### config.mk
export PLATFORM = sky130hd
export DESIGN_NAME = ex_pipe_regs_flat
export DESIGN_NICKNAME = d
export VERILOG_FILES = /design/src/rtl/ex_pipe_regs_if.sv /design/src/rtl/ex_pipe_regs.sv /design/src/flat_wrapper.sv
export SDC_FILE = /design/constraint.sdc
export NUM_CORES = 1
export LEC_CHECK = 0
export ABC_AREA = 1
export CORE_AREA = 2 2 214 216
export DETAILED_ROUTE_END_ITERATION = 10
export DIE_AREA = 0 0 216 218
export PLACE_DENSITY = 0.52
export SYNTH_ARGS = -nofsm -noshare
export SYNTH_HDL_FRONTEND = slang
export SYNTH_SLANG_ARGS = --single-unit
### constraint.sdc
create_clock -name clk -period 1 [get_ports clk]
set_clock_uncertainty 0.15 [all_clocks]
set_input_delay 0.1 -clock clk [delete_from_list [all_inputs] [get_ports clk]]
set_output_delay 0.1 -clock clk [all_outputs]
set_load 0.01 [all_outputs]
### src/rtl/ex_pipe_regs_if.sv
// Signal bundle between the decode stage, the ID/EX and EX/MEM registers
// and the memory stage. The pipeline slice uses the slave side.
interface ex_pipe_regs_if;
    logic [1:0]  stall;
    logic [31:0] id_instr;
    logic [1:0]  id_ext_op;
    logic [31:0] id_imm;
    logic [31:0] id_pc4;
    logic [31:0] id_rd1;
    logic [31:0] id_rd2;
    logic        id_alusrc;
    logic        id_dmwr;
    logic        id_rfwr;
    logic        id_mdiv;
    logic        id_mr;
    logic [4:0]  id_aluop;
    logic [1:0]  id_npcop;
    logic [1:0]  id_bsel;
    logic [1:0]  id_wdsel;
    logic [2:0]  id_msel;
    logic [4:0]  id_rdst;

    logic [31:0] ex_pc4;
    logic [31:0] ex_rd1;
    logic [31:0] ex_rd2;
    logic [31:0] ex_imm;
    logic        ex_alusrc;
    logic [4:0]  ex_aluop;
    logic [1:0]  ex_npcop;
    logic [1:0]  ex_bsel;
    logic [2:0]  ex_msel;
    logic        ex_dmwr;
    logic [1:0]  ex_wdsel;
    logic        ex_rfwr;
    logic [4:0]  ex_rdst;
    logic        ex_mdiv;
    logic        ex_mr;
    logic [63:0] ex_alu_rslt;

    logic [31:0] mem_pc4;
    logic [31:0] mem_rd2;
    logic [63:0] mem_alu_rslt;
    logic [1:0]  mem_bsel;
    logic [2:0]  mem_msel;
    logic        mem_dmwr;
    logic [1:0]  mem_wdsel;
    logic        mem_rfwr;
    logic [4:0]  mem_rdst;
    logic        mem_mdiv;
    logic        mem_mr;

    modport master (
        output stall, id_instr, id_ext_op, id_pc4, id_rd1, id_rd2,
               id_alusrc, id_dmwr, id_rfwr, id_mdiv, id_mr, id_aluop,
               id_npcop, id_bsel, id_wdsel, id_msel, id_rdst, ex_alu_rslt,
        input  id_imm,
               ex_pc4, ex_rd1, ex_rd2, ex_imm, ex_alusrc, ex_aluop, ex_npcop,
               ex_bsel, ex_msel, ex_dmwr, ex_wdsel, ex_rfwr, ex_rdst,
               ex_mdiv, ex_mr,
               mem_pc4, mem_rd2, mem_alu_rslt, mem_bsel, mem_msel, mem_dmwr,
               mem_wdsel, mem_rfwr, mem_rdst, mem_mdiv, mem_mr
    );

    modport slave (
        input  stall, id_instr, id_ext_op, id_pc4, id_rd1, id_rd2,
               id_alusrc, id_dmwr, id_rfwr, id_mdiv, id_mr, id_aluop,
               id_npcop, id_bsel, id_wdsel, id_msel, id_rdst, ex_alu_rslt,
        output id_imm,
               ex_pc4, ex_rd1, ex_rd2, ex_imm, ex_alusrc, ex_aluop, ex_npcop,
               ex_bsel, ex_msel, ex_dmwr, ex_wdsel, ex_rfwr, ex_rdst,
               ex_mdiv, ex_mr,
               mem_pc4, mem_rd2, mem_alu_rslt, mem_bsel, mem_msel, mem_dmwr,
               mem_wdsel, mem_rfwr, mem_rdst, mem_mdiv, mem_mr
    );
endinterface

### src/rtl/ex_pipe_regs.sv
// Middle pipeline slice: ID immediate extender, ID/EX register with bubble
// insertion on stall, and the EX/MEM register. Reset is synchronous, active-low.
module ex_pipe_regs (
    input  logic            clk,
    input  logic            rst,
    ex_pipe_regs_if.slave   bus
);

    logic [31:0] imm_ext;
    logic        instr_unused;

    // Upper opcode/register fields of the instruction are decoded elsewhere.
    assign instr_unused = &{1'b0, bus.id_instr[31:16], bus.id_instr[5:0]};

    // Immediate extender: zero, sign, lui, shamt.
    always_comb begin
        imm_ext = 32'h0000_0000;
        case (bus.id_ext_op)
            2'b00:   imm_ext = {16'h0000, bus.id_instr[15:0]};
            2'b01:   imm_ext = {{16{bus.id_instr[15]}}, bus.id_instr[15:0]};
            2'b10:   imm_ext = {bus.id_instr[15:0], 16'h0000};
            default: imm_ext = {27'd0, bus.id_instr[10:6]};
        endcase
    end

    assign bus.id_imm = imm_ext;

    // ID/EX register: reset and any stall request both load an all-zero bubble.
    always_ff @(posedge clk) begin
        if (!rst || (bus.stall != 2'b00)) begin
            bus.ex_pc4    <= '0;
            bus.ex_rd1    <= '0;
            bus.ex_rd2    <= '0;
            bus.ex_imm    <= '0;
            bus.ex_alusrc <= 1'b0;
            bus.ex_aluop  <= '0;
            bus.ex_npcop  <= '0;
            bus.ex_bsel   <= '0;
            bus.ex_msel   <= '0;
            bus.ex_dmwr   <= 1'b0;
            bus.ex_wdsel  <= '0;
            bus.ex_rfwr   <= 1'b0;
            bus.ex_rdst   <= '0;
            bus.ex_mdiv   <= 1'b0;
            bus.ex_mr     <= 1'b0;
        end else begin
            bus.ex_pc4    <= bus.id_pc4;
            bus.ex_rd1    <= bus.id_rd1;
            bus.ex_rd2    <= bus.id_rd2;
            bus.ex_imm    <= imm_ext;
            bus.ex_alusrc <= bus.id_alusrc;
            bus.ex_aluop  <= bus.id_aluop;
            bus.ex_npcop  <= bus.id_npcop;
            bus.ex_bsel   <= bus.id_bsel;
            bus.ex_msel   <= bus.id_msel;
            bus.ex_dmwr   <= bus.id_dmwr;
            bus.ex_wdsel  <= bus.id_wdsel;
            bus.ex_rfwr   <= bus.id_rfwr;
            bus.ex_rdst   <= bus.id_rdst;
            bus.ex_mdiv   <= bus.id_mdiv;
            bus.ex_mr     <= bus.id_mr;
        end
    end

    // EX/MEM register: loads every cycle; bubbles arrive only by propagation.
    always_ff @(posedge clk) begin
        if (!rst) begin
            bus.mem_pc4      <= '0;
            bus.mem_rd2      <= '0;
            bus.mem_alu_rslt <= '0;
            bus.mem_bsel     <= '0;
            bus.mem_msel     <= '0;
            bus.mem_dmwr     <= 1'b0;
            bus.mem_wdsel    <= '0;
            bus.mem_rfwr     <= 1'b0;
            bus.mem_rdst     <= '0;
            bus.mem_mdiv     <= 1'b0;
            bus.mem_mr       <= 1'b0;
        end else begin
            bus.mem_pc4      <= bus.ex_pc4;
            bus.mem_rd2      <= bus.ex_rd2;
            bus.mem_alu_rslt <= bus.ex_alu_rslt;
            bus.mem_bsel     <= bus.ex_bsel;
            bus.mem_msel     <= bus.ex_msel;
            bus.mem_dmwr     <= bus.ex_dmwr;
            bus.mem_wdsel    <= bus.ex_wdsel;
            bus.mem_rfwr     <= bus.ex_rfwr;
            bus.mem_rdst     <= bus.ex_rdst;
            bus.mem_mdiv     <= bus.ex_mdiv;
            bus.mem_mr       <= bus.ex_mr;
        end
    end

endmodule

### src/flat_wrapper.sv
// flat-port wrapper written by rule: the top's interface ports become plain ports
module ex_pipe_regs_flat 
  (clk, rst, bus_stall, bus_id_instr, bus_id_ext_op, bus_id_pc4, bus_id_rd1, bus_id_rd2, bus_id_alusrc, bus_id_dmwr, bus_id_rfwr, bus_id_mdiv, bus_id_mr, bus_id_aluop, bus_id_npcop, bus_id_bsel, bus_id_wdsel, bus_id_msel, bus_id_rdst, bus_ex_alu_rslt, bus_id_imm, bus_ex_pc4, bus_ex_rd1, bus_ex_rd2, bus_ex_imm, bus_ex_alusrc, bus_ex_aluop, bus_ex_npcop, bus_ex_bsel, bus_ex_msel, bus_ex_dmwr, bus_ex_wdsel, bus_ex_rfwr, bus_ex_rdst, bus_ex_mdiv, bus_ex_mr, bus_mem_pc4, bus_mem_rd2, bus_mem_alu_rslt, bus_mem_bsel, bus_mem_msel, bus_mem_dmwr, bus_mem_wdsel, bus_mem_rfwr, bus_mem_rdst, bus_mem_mdiv, bus_mem_mr);
  ex_pipe_regs_if bus_i ();
  input  logic clk;
  input  logic rst;
  input wire logic [$bits(bus_i.stall)-1:0] bus_stall;
  input wire logic [$bits(bus_i.id_instr)-1:0] bus_id_instr;
  input wire logic [$bits(bus_i.id_ext_op)-1:0] bus_id_ext_op;
  input wire logic [$bits(bus_i.id_pc4)-1:0] bus_id_pc4;
  input wire logic [$bits(bus_i.id_rd1)-1:0] bus_id_rd1;
  input wire logic [$bits(bus_i.id_rd2)-1:0] bus_id_rd2;
  input wire logic [$bits(bus_i.id_alusrc)-1:0] bus_id_alusrc;
  input wire logic [$bits(bus_i.id_dmwr)-1:0] bus_id_dmwr;
  input wire logic [$bits(bus_i.id_rfwr)-1:0] bus_id_rfwr;
  input wire logic [$bits(bus_i.id_mdiv)-1:0] bus_id_mdiv;
  input wire logic [$bits(bus_i.id_mr)-1:0] bus_id_mr;
  input wire logic [$bits(bus_i.id_aluop)-1:0] bus_id_aluop;
  input wire logic [$bits(bus_i.id_npcop)-1:0] bus_id_npcop;
  input wire logic [$bits(bus_i.id_bsel)-1:0] bus_id_bsel;
  input wire logic [$bits(bus_i.id_wdsel)-1:0] bus_id_wdsel;
  input wire logic [$bits(bus_i.id_msel)-1:0] bus_id_msel;
  input wire logic [$bits(bus_i.id_rdst)-1:0] bus_id_rdst;
  input wire logic [$bits(bus_i.ex_alu_rslt)-1:0] bus_ex_alu_rslt;
  output wire logic [$bits(bus_i.id_imm)-1:0] bus_id_imm;
  output wire logic [$bits(bus_i.ex_pc4)-1:0] bus_ex_pc4;
  output wire logic [$bits(bus_i.ex_rd1)-1:0] bus_ex_rd1;
  output wire logic [$bits(bus_i.ex_rd2)-1:0] bus_ex_rd2;
  output wire logic [$bits(bus_i.ex_imm)-1:0] bus_ex_imm;
  output wire logic [$bits(bus_i.ex_alusrc)-1:0] bus_ex_alusrc;
  output wire logic [$bits(bus_i.ex_aluop)-1:0] bus_ex_aluop;
  output wire logic [$bits(bus_i.ex_npcop)-1:0] bus_ex_npcop;
  output wire logic [$bits(bus_i.ex_bsel)-1:0] bus_ex_bsel;
  output wire logic [$bits(bus_i.ex_msel)-1:0] bus_ex_msel;
  output wire logic [$bits(bus_i.ex_dmwr)-1:0] bus_ex_dmwr;
  output wire logic [$bits(bus_i.ex_wdsel)-1:0] bus_ex_wdsel;
  output wire logic [$bits(bus_i.ex_rfwr)-1:0] bus_ex_rfwr;
  output wire logic [$bits(bus_i.ex_rdst)-1:0] bus_ex_rdst;
  output wire logic [$bits(bus_i.ex_mdiv)-1:0] bus_ex_mdiv;
  output wire logic [$bits(bus_i.ex_mr)-1:0] bus_ex_mr;
  output wire logic [$bits(bus_i.mem_pc4)-1:0] bus_mem_pc4;
  output wire logic [$bits(bus_i.mem_rd2)-1:0] bus_mem_rd2;
  output wire logic [$bits(bus_i.mem_alu_rslt)-1:0] bus_mem_alu_rslt;
  output wire logic [$bits(bus_i.mem_bsel)-1:0] bus_mem_bsel;
  output wire logic [$bits(bus_i.mem_msel)-1:0] bus_mem_msel;
  output wire logic [$bits(bus_i.mem_dmwr)-1:0] bus_mem_dmwr;
  output wire logic [$bits(bus_i.mem_wdsel)-1:0] bus_mem_wdsel;
  output wire logic [$bits(bus_i.mem_rfwr)-1:0] bus_mem_rfwr;
  output wire logic [$bits(bus_i.mem_rdst)-1:0] bus_mem_rdst;
  output wire logic [$bits(bus_i.mem_mdiv)-1:0] bus_mem_mdiv;
  output wire logic [$bits(bus_i.mem_mr)-1:0] bus_mem_mr;
  assign bus_i.stall = bus_stall;
  assign bus_i.id_instr = bus_id_instr;
  assign bus_i.id_ext_op = bus_id_ext_op;
  assign bus_i.id_pc4 = bus_id_pc4;
  assign bus_i.id_rd1 = bus_id_rd1;
  assign bus_i.id_rd2 = bus_id_rd2;
  assign bus_i.id_alusrc = bus_id_alusrc;
  assign bus_i.id_dmwr = bus_id_dmwr;
  assign bus_i.id_rfwr = bus_id_rfwr;
  assign bus_i.id_mdiv = bus_id_mdiv;
  assign bus_i.id_mr = bus_id_mr;
  assign bus_i.id_aluop = bus_id_aluop;
  assign bus_i.id_npcop = bus_id_npcop;
  assign bus_i.id_bsel = bus_id_bsel;
  assign bus_i.id_wdsel = bus_id_wdsel;
  assign bus_i.id_msel = bus_id_msel;
  assign bus_i.id_rdst = bus_id_rdst;
  assign bus_i.ex_alu_rslt = bus_ex_alu_rslt;
  assign bus_id_imm = bus_i.id_imm;
  assign bus_ex_pc4 = bus_i.ex_pc4;
  assign bus_ex_rd1 = bus_i.ex_rd1;
  assign bus_ex_rd2 = bus_i.ex_rd2;
  assign bus_ex_imm = bus_i.ex_imm;
  assign bus_ex_alusrc = bus_i.ex_alusrc;
  assign bus_ex_aluop = bus_i.ex_aluop;
  assign bus_ex_npcop = bus_i.ex_npcop;
  assign bus_ex_bsel = bus_i.ex_bsel;
  assign bus_ex_msel = bus_i.ex_msel;
  assign bus_ex_dmwr = bus_i.ex_dmwr;
  assign bus_ex_wdsel = bus_i.ex_wdsel;
  assign bus_ex_rfwr = bus_i.ex_rfwr;
  assign bus_ex_rdst = bus_i.ex_rdst;
  assign bus_ex_mdiv = bus_i.ex_mdiv;
  assign bus_ex_mr = bus_i.ex_mr;
  assign bus_mem_pc4 = bus_i.mem_pc4;
  assign bus_mem_rd2 = bus_i.mem_rd2;
  assign bus_mem_alu_rslt = bus_i.mem_alu_rslt;
  assign bus_mem_bsel = bus_i.mem_bsel;
  assign bus_mem_msel = bus_i.mem_msel;
  assign bus_mem_dmwr = bus_i.mem_dmwr;
  assign bus_mem_wdsel = bus_i.mem_wdsel;
  assign bus_mem_rfwr = bus_i.mem_rfwr;
  assign bus_mem_rdst = bus_i.mem_rdst;
  assign bus_mem_mdiv = bus_i.mem_mdiv;
  assign bus_mem_mr = bus_i.mem_mr;
  ex_pipe_regs u_core (.clk(clk), .rst(rst), .bus(bus_i));
endmodule
* Yosys cells after proc, flatten, opt, wreduce, memory -nomap -nowiden
Cells that the tools add are included.
Operators by class: muxes and demuxes 1, reductions and logical operators 4, equal/unequal tests 2
Operators by type and width (count):
- 32-bit case mux with 3 select lines | 1
- 2-bit by 1-bit == test with 1-bit output, second input constant | 1
- 2-bit == test, second input constant | 1
- 2-bit zero test | 1
- 2-bit nonzero test | 1
- 1-bit zero test | 1
- 1-bit logical OR | 1
Word-level totals: input bits 222, output and inout bits 328, bits in registers 296, logic and storage cells 33

* Depth between registers and ports, before layout
word-level depth 2, gate-level depth with buffers 5, gate-level depth less buffers 3

* Worst setup path after synthesis
No wires, ideal clock.
path kind in2out, from input bus_id_ext_op[1], to output bus_id_imm[16], path slack 0.034 ns, data arrival time 0.716 ns, cell stages on the path 5, data required time 0.750 ns, buffers on the path 2, path through buf_2 -> inv_2 -> nand3_4 -> buf_2 -> nand2_1
On the way: cells in the longest elaborated chain, start to end 2, elaborated cells on any way between the ends 4, those cells by class eq/ne (2); mux (1); reduce/logical (1)
Ends and longest elaborated chain:
- start, declared | line flat_wrapper.sv:9 | input wire logic [$bits(bus_i.id_ext_op)-1:0] bus_id_ext_op;
- 2-bit == test, or another cell as far along | line ex_pipe_regs.sv:18 | case (bus.id_ext_op)
- 32-bit case mux with 3 select lines * | line ex_pipe_regs.sv:18
- end, declared | line flat_wrapper.sv:25 | output wire logic [$bits(bus_i.id_imm)-1:0] bus_id_imm;
Every way passes the cells marked *; elsewhere a longest branch is shown, timed or not.

* Worst setup path in the final report
from register u_core.bus.ex_pc4[15] (netlist bit), to output bus_ex_pc4[15]
RTL lines:
- start, declared | line ex_pipe_regs_if.sv:69 | ex_pc4, ex_rd1, ex_rd2, ex_imm, ex_alusrc, ex_aluop, ex_npcop,
- start signal, assigned | line ex_pipe_regs.sv:47 | bus.ex_pc4 <= bus.id_pc4;
- end, declared | line flat_wrapper.sv:26 | output wire logic [$bits(bus_i.ex_pc4)-1:0] bus_ex_pc4;
No word-level cell between the ends.

==> flow_summary.ini <==
[run_status]
status = complete, but fails checks
violations = hold timing, setup timing

[worst_setup_path]
path_class = reg -> out
worstPathCellList = buf_6
crit_family = flip-flops
crit_fanout = 2
crit_path_end_kind = output port
path_depth = 1
worst_setup_path_start_kind = register
worstPathRequired_ns = 0.75
crit_arrival_ns = 1.01
crit_slowest_cell = dfxtp_2
worstRegToRegCells = 5
cp.buffers_inverters = 1
slowest_delay_ns = 0.36

[cells_and_area]
area_growth_pct = 123
multi_input_area_um2 = 1700
num-nets-final = 2062
design_area_um2 = 19400
nFillCells = 4193
regArea_um2 = 6210
antenna_cells = 0
drive_above_1_share_pct = 43.5
stdcell_count = 2465

[min_path]
hold_depth = 4
min_path_type = in -> reg

[die]
pin_count = 550
die_h_um = 218
die_area_um2 = 47100
num_rows = 78
start_util_pct = 19.4
core_area_um2 = 44900
die_w_um = 216

[placed_design]
dp_slack_ns = -0.955
place_congestion = 0.862
dpl-instance-area_um2 = 15200
hpwl_um = 24800
io_buffers = 533
placed_cells = 2145

[timing]
worst_slack_ns = -0.257
finalHoldViolations = 67
finalCriticalPeriod_ns = 1.26
rsz0062_at_grt = yes
maxSlewViolCount = 0
tightestPinTransition_ns = 0.277
setup_viol = 327
finalHoldWorstSlack_ns = -0.117
slew_headroom_pct = 81.5
fin_crit_sh_pct = 126
fmax_ghz = 0.796

[cts]
path_clk_slew_ns = 0.06
clk_latency_ns = 0.53
cts_sinks = 296
clk_path_buf_depth = 3
h-tree-depth = 2
cts_tree = yes
cts_root_buffer = clkbuf_16
cts_buffers = 35

[grt]
antenna_found_initial = 0
grt_start_max_net_pins = 48
grt_pass1_vias = 9468
grt_pass1_wl_um = 52400
grt_remaining_overflow = 0
grt_usage_pct = 14.4

[power_and_ir_drop]
p_leak_nw = 10.1
swShare_pct = 22.9
combPwrFrac_pct = 13.0
power_frac_seq_pct = 42.8
vdd_drop_max_v = 0.00120
power.switching_mw = 6.61
power_density_nw_per_um2 = 1490
clockPowerShare_pct = 44.2
p_int_mw = 22.2

[route]
first_iter_violations = 240
first_pass_iters = 4
wire_per_inst_um = 15.0
drt_wl_total_um = 36900
drcViolationCount = 0
antenna_left = 0
num_vias = 9068
via_per_inst = 3.68

[flow_run]
drv_cap = 0

[logic_synthesis]
syn_inst = 973
syn_area_per_cell_um2 = 8.94
syn_nets = 1195
netlist-cell-type-count = 14
syn_area_um2 = 8690
yosys_register_bits = 296
yosysWarnings = 0
yosysSeqAreaShare_pct = 68.2
==> Yosys cell counts <==
cell / n / area, um^2
dfxtp_1: 296 / 5930
inv_1: 274 / 1030
nand2_1: 172 / 646
nor2_1: 132 / 495
a21oi_1: 22 / 110
nand3_1: 21 / 105
buf_2: 20 / 100
buf_6: 12 / 135
nor3_1: 10 / 50.1
buf_4: 8 / 60.1
clkbuf_1: 2 / 7.51
inv_2: 2 / 7.51
nand2_2: 1 / 6.26
nand3_4: 1 / 17.5
==> per-stage QoR <==
stage	total power [mW]	TNS, ns	util, %
final	28.8	-62.81	43.2
after global routing	30.1	-78.52	43.2
after CTS	29.0	-77.08	41.1
after detailed placement	15.4	-161.63	33.9
after global placement	15.4	-159.74	33.9
after floorplan	13.3	0	-
==> metal layers <==
metal	share of wire, %	vias to the layer above	GRT usage [%]
li1	-	4446	-
met4	4.9	0	7.42
met3	10	100	6.05
met1	34	4080	14.0
met5	0	-	0
met2	50	442	26.2
==> cells by family (layout without fill, tap and decap cells) <==
family	Yosys count	in the layout	synth area share, %
AOI/OAI and AO/OA	22	22	1.27
buffers and inverters	318	1209	15.4
DFF	296	296	68.2
and+or+nand+nor	337	338	15.2
==> power groups by stage <==
stage / combinational [mW] / sequential, mW / clock [mW]
after global routing: 3.99 / 12.4 / 13.8
after detailed placement: 2.86 / 12.5 / 0
final: 3.74 / 12.3 / 12.7
after global placement: 2.87 / 12.5 / 0
after floorplan: 0.633 / 12.7 / 0
after CTS: 3.42 / 12.3 / 13.2
==> path summary, 6_finish.rpt <==
| kind | startpoint | slack [ns] | to |
|---|---|---|---|
| worst max-delay path | u_core.bus.ex_pc4[15] | -0.26 | bus_ex_pc4[15] |
| worst min-delay path | rst | -0.12 | u_core.bus.mem_pc4[28] |
| worst max register to register | u_core.bus.ex_bsel[0] | 0.03 | u_core.bus.mem_bsel[0] |
| worst min register to register | u_core.bus.ex_pc4[12] | 0.28 | u_core.bus.mem_pc4[12] |
==> registers in the layout, indices dropped and copies added (netlist names), 2 cells and up <==
| name | cells |
|---|---|
| u_core.bus.mem_wdsel | 2 |
| u_core.bus.mem_msel | 3 |
| u_core.bus.mem_rdst | 5 |
| u_core.bus.ex_msel | 3 |
| u_core.bus.mem_pc4 | 32 |
| u_core.bus.ex_aluop | 5 |
| u_core.bus.ex_bsel | 2 |
| u_core.bus.ex_imm | 32 |
| u_core.bus.ex_rd2 | 32 |
| u_core.bus.ex_npcop | 2 |
| u_core.bus.ex_pc4 | 32 |
| u_core.bus.ex_wdsel | 2 |
| u_core.bus.ex_rdst | 5 |
| u_core.bus.mem_alu_rslt | 64 |
| u_core.bus.ex_rd1 | 32 |
| u_core.bus.mem_rd2 | 32 |
| u_core.bus.mem_bsel | 2 |
==> timing repair <==
action / in CTS / in global routing
hold endpoints to repair: 238 / 65
hold buffers: 201 / 1
endpoints found under the setup margin: 452 / 336
gates cloned: 2 / 1
pin swaps: 9 / 20
buffers inserted: 38 / 18
gates resized for setup: 1738 / 227
==> cell type report <==
| type | instances | share of cell area, % |
|---|---|---|
| Inverter | 276 | 5.40 |
| Timing Repair Buffer | 870 | 43.9 |
| Tap cell | 600 | 3.87 |
| Sequential cell | 296 | 32.1 |
| Clock buffer | 50 | 5.33 |
| Timing Repair inverter | 1 | 0.0387 |
| Clock inverter | 12 | 0.672 |
| Multi-Input combinational cell | 360 | 8.76 |
==> placed cells by master, fill, tap and decap left out, drive strengths merged <==
master         count
buf              463
dlymetal6s4s       6
bufinv             2
clkinvlp           3
nor3              10
clkdlybuf4s50    183
dlygate4sd3      195
nand3             23
dfxtp            296
nor2             132
nand2            173
clkinv             7
a21oi             22
clkdlybuf4s15      4
inv              277
dlygate4sd2       13
clkbuf            56
Power figures use the tool's default switching activity.
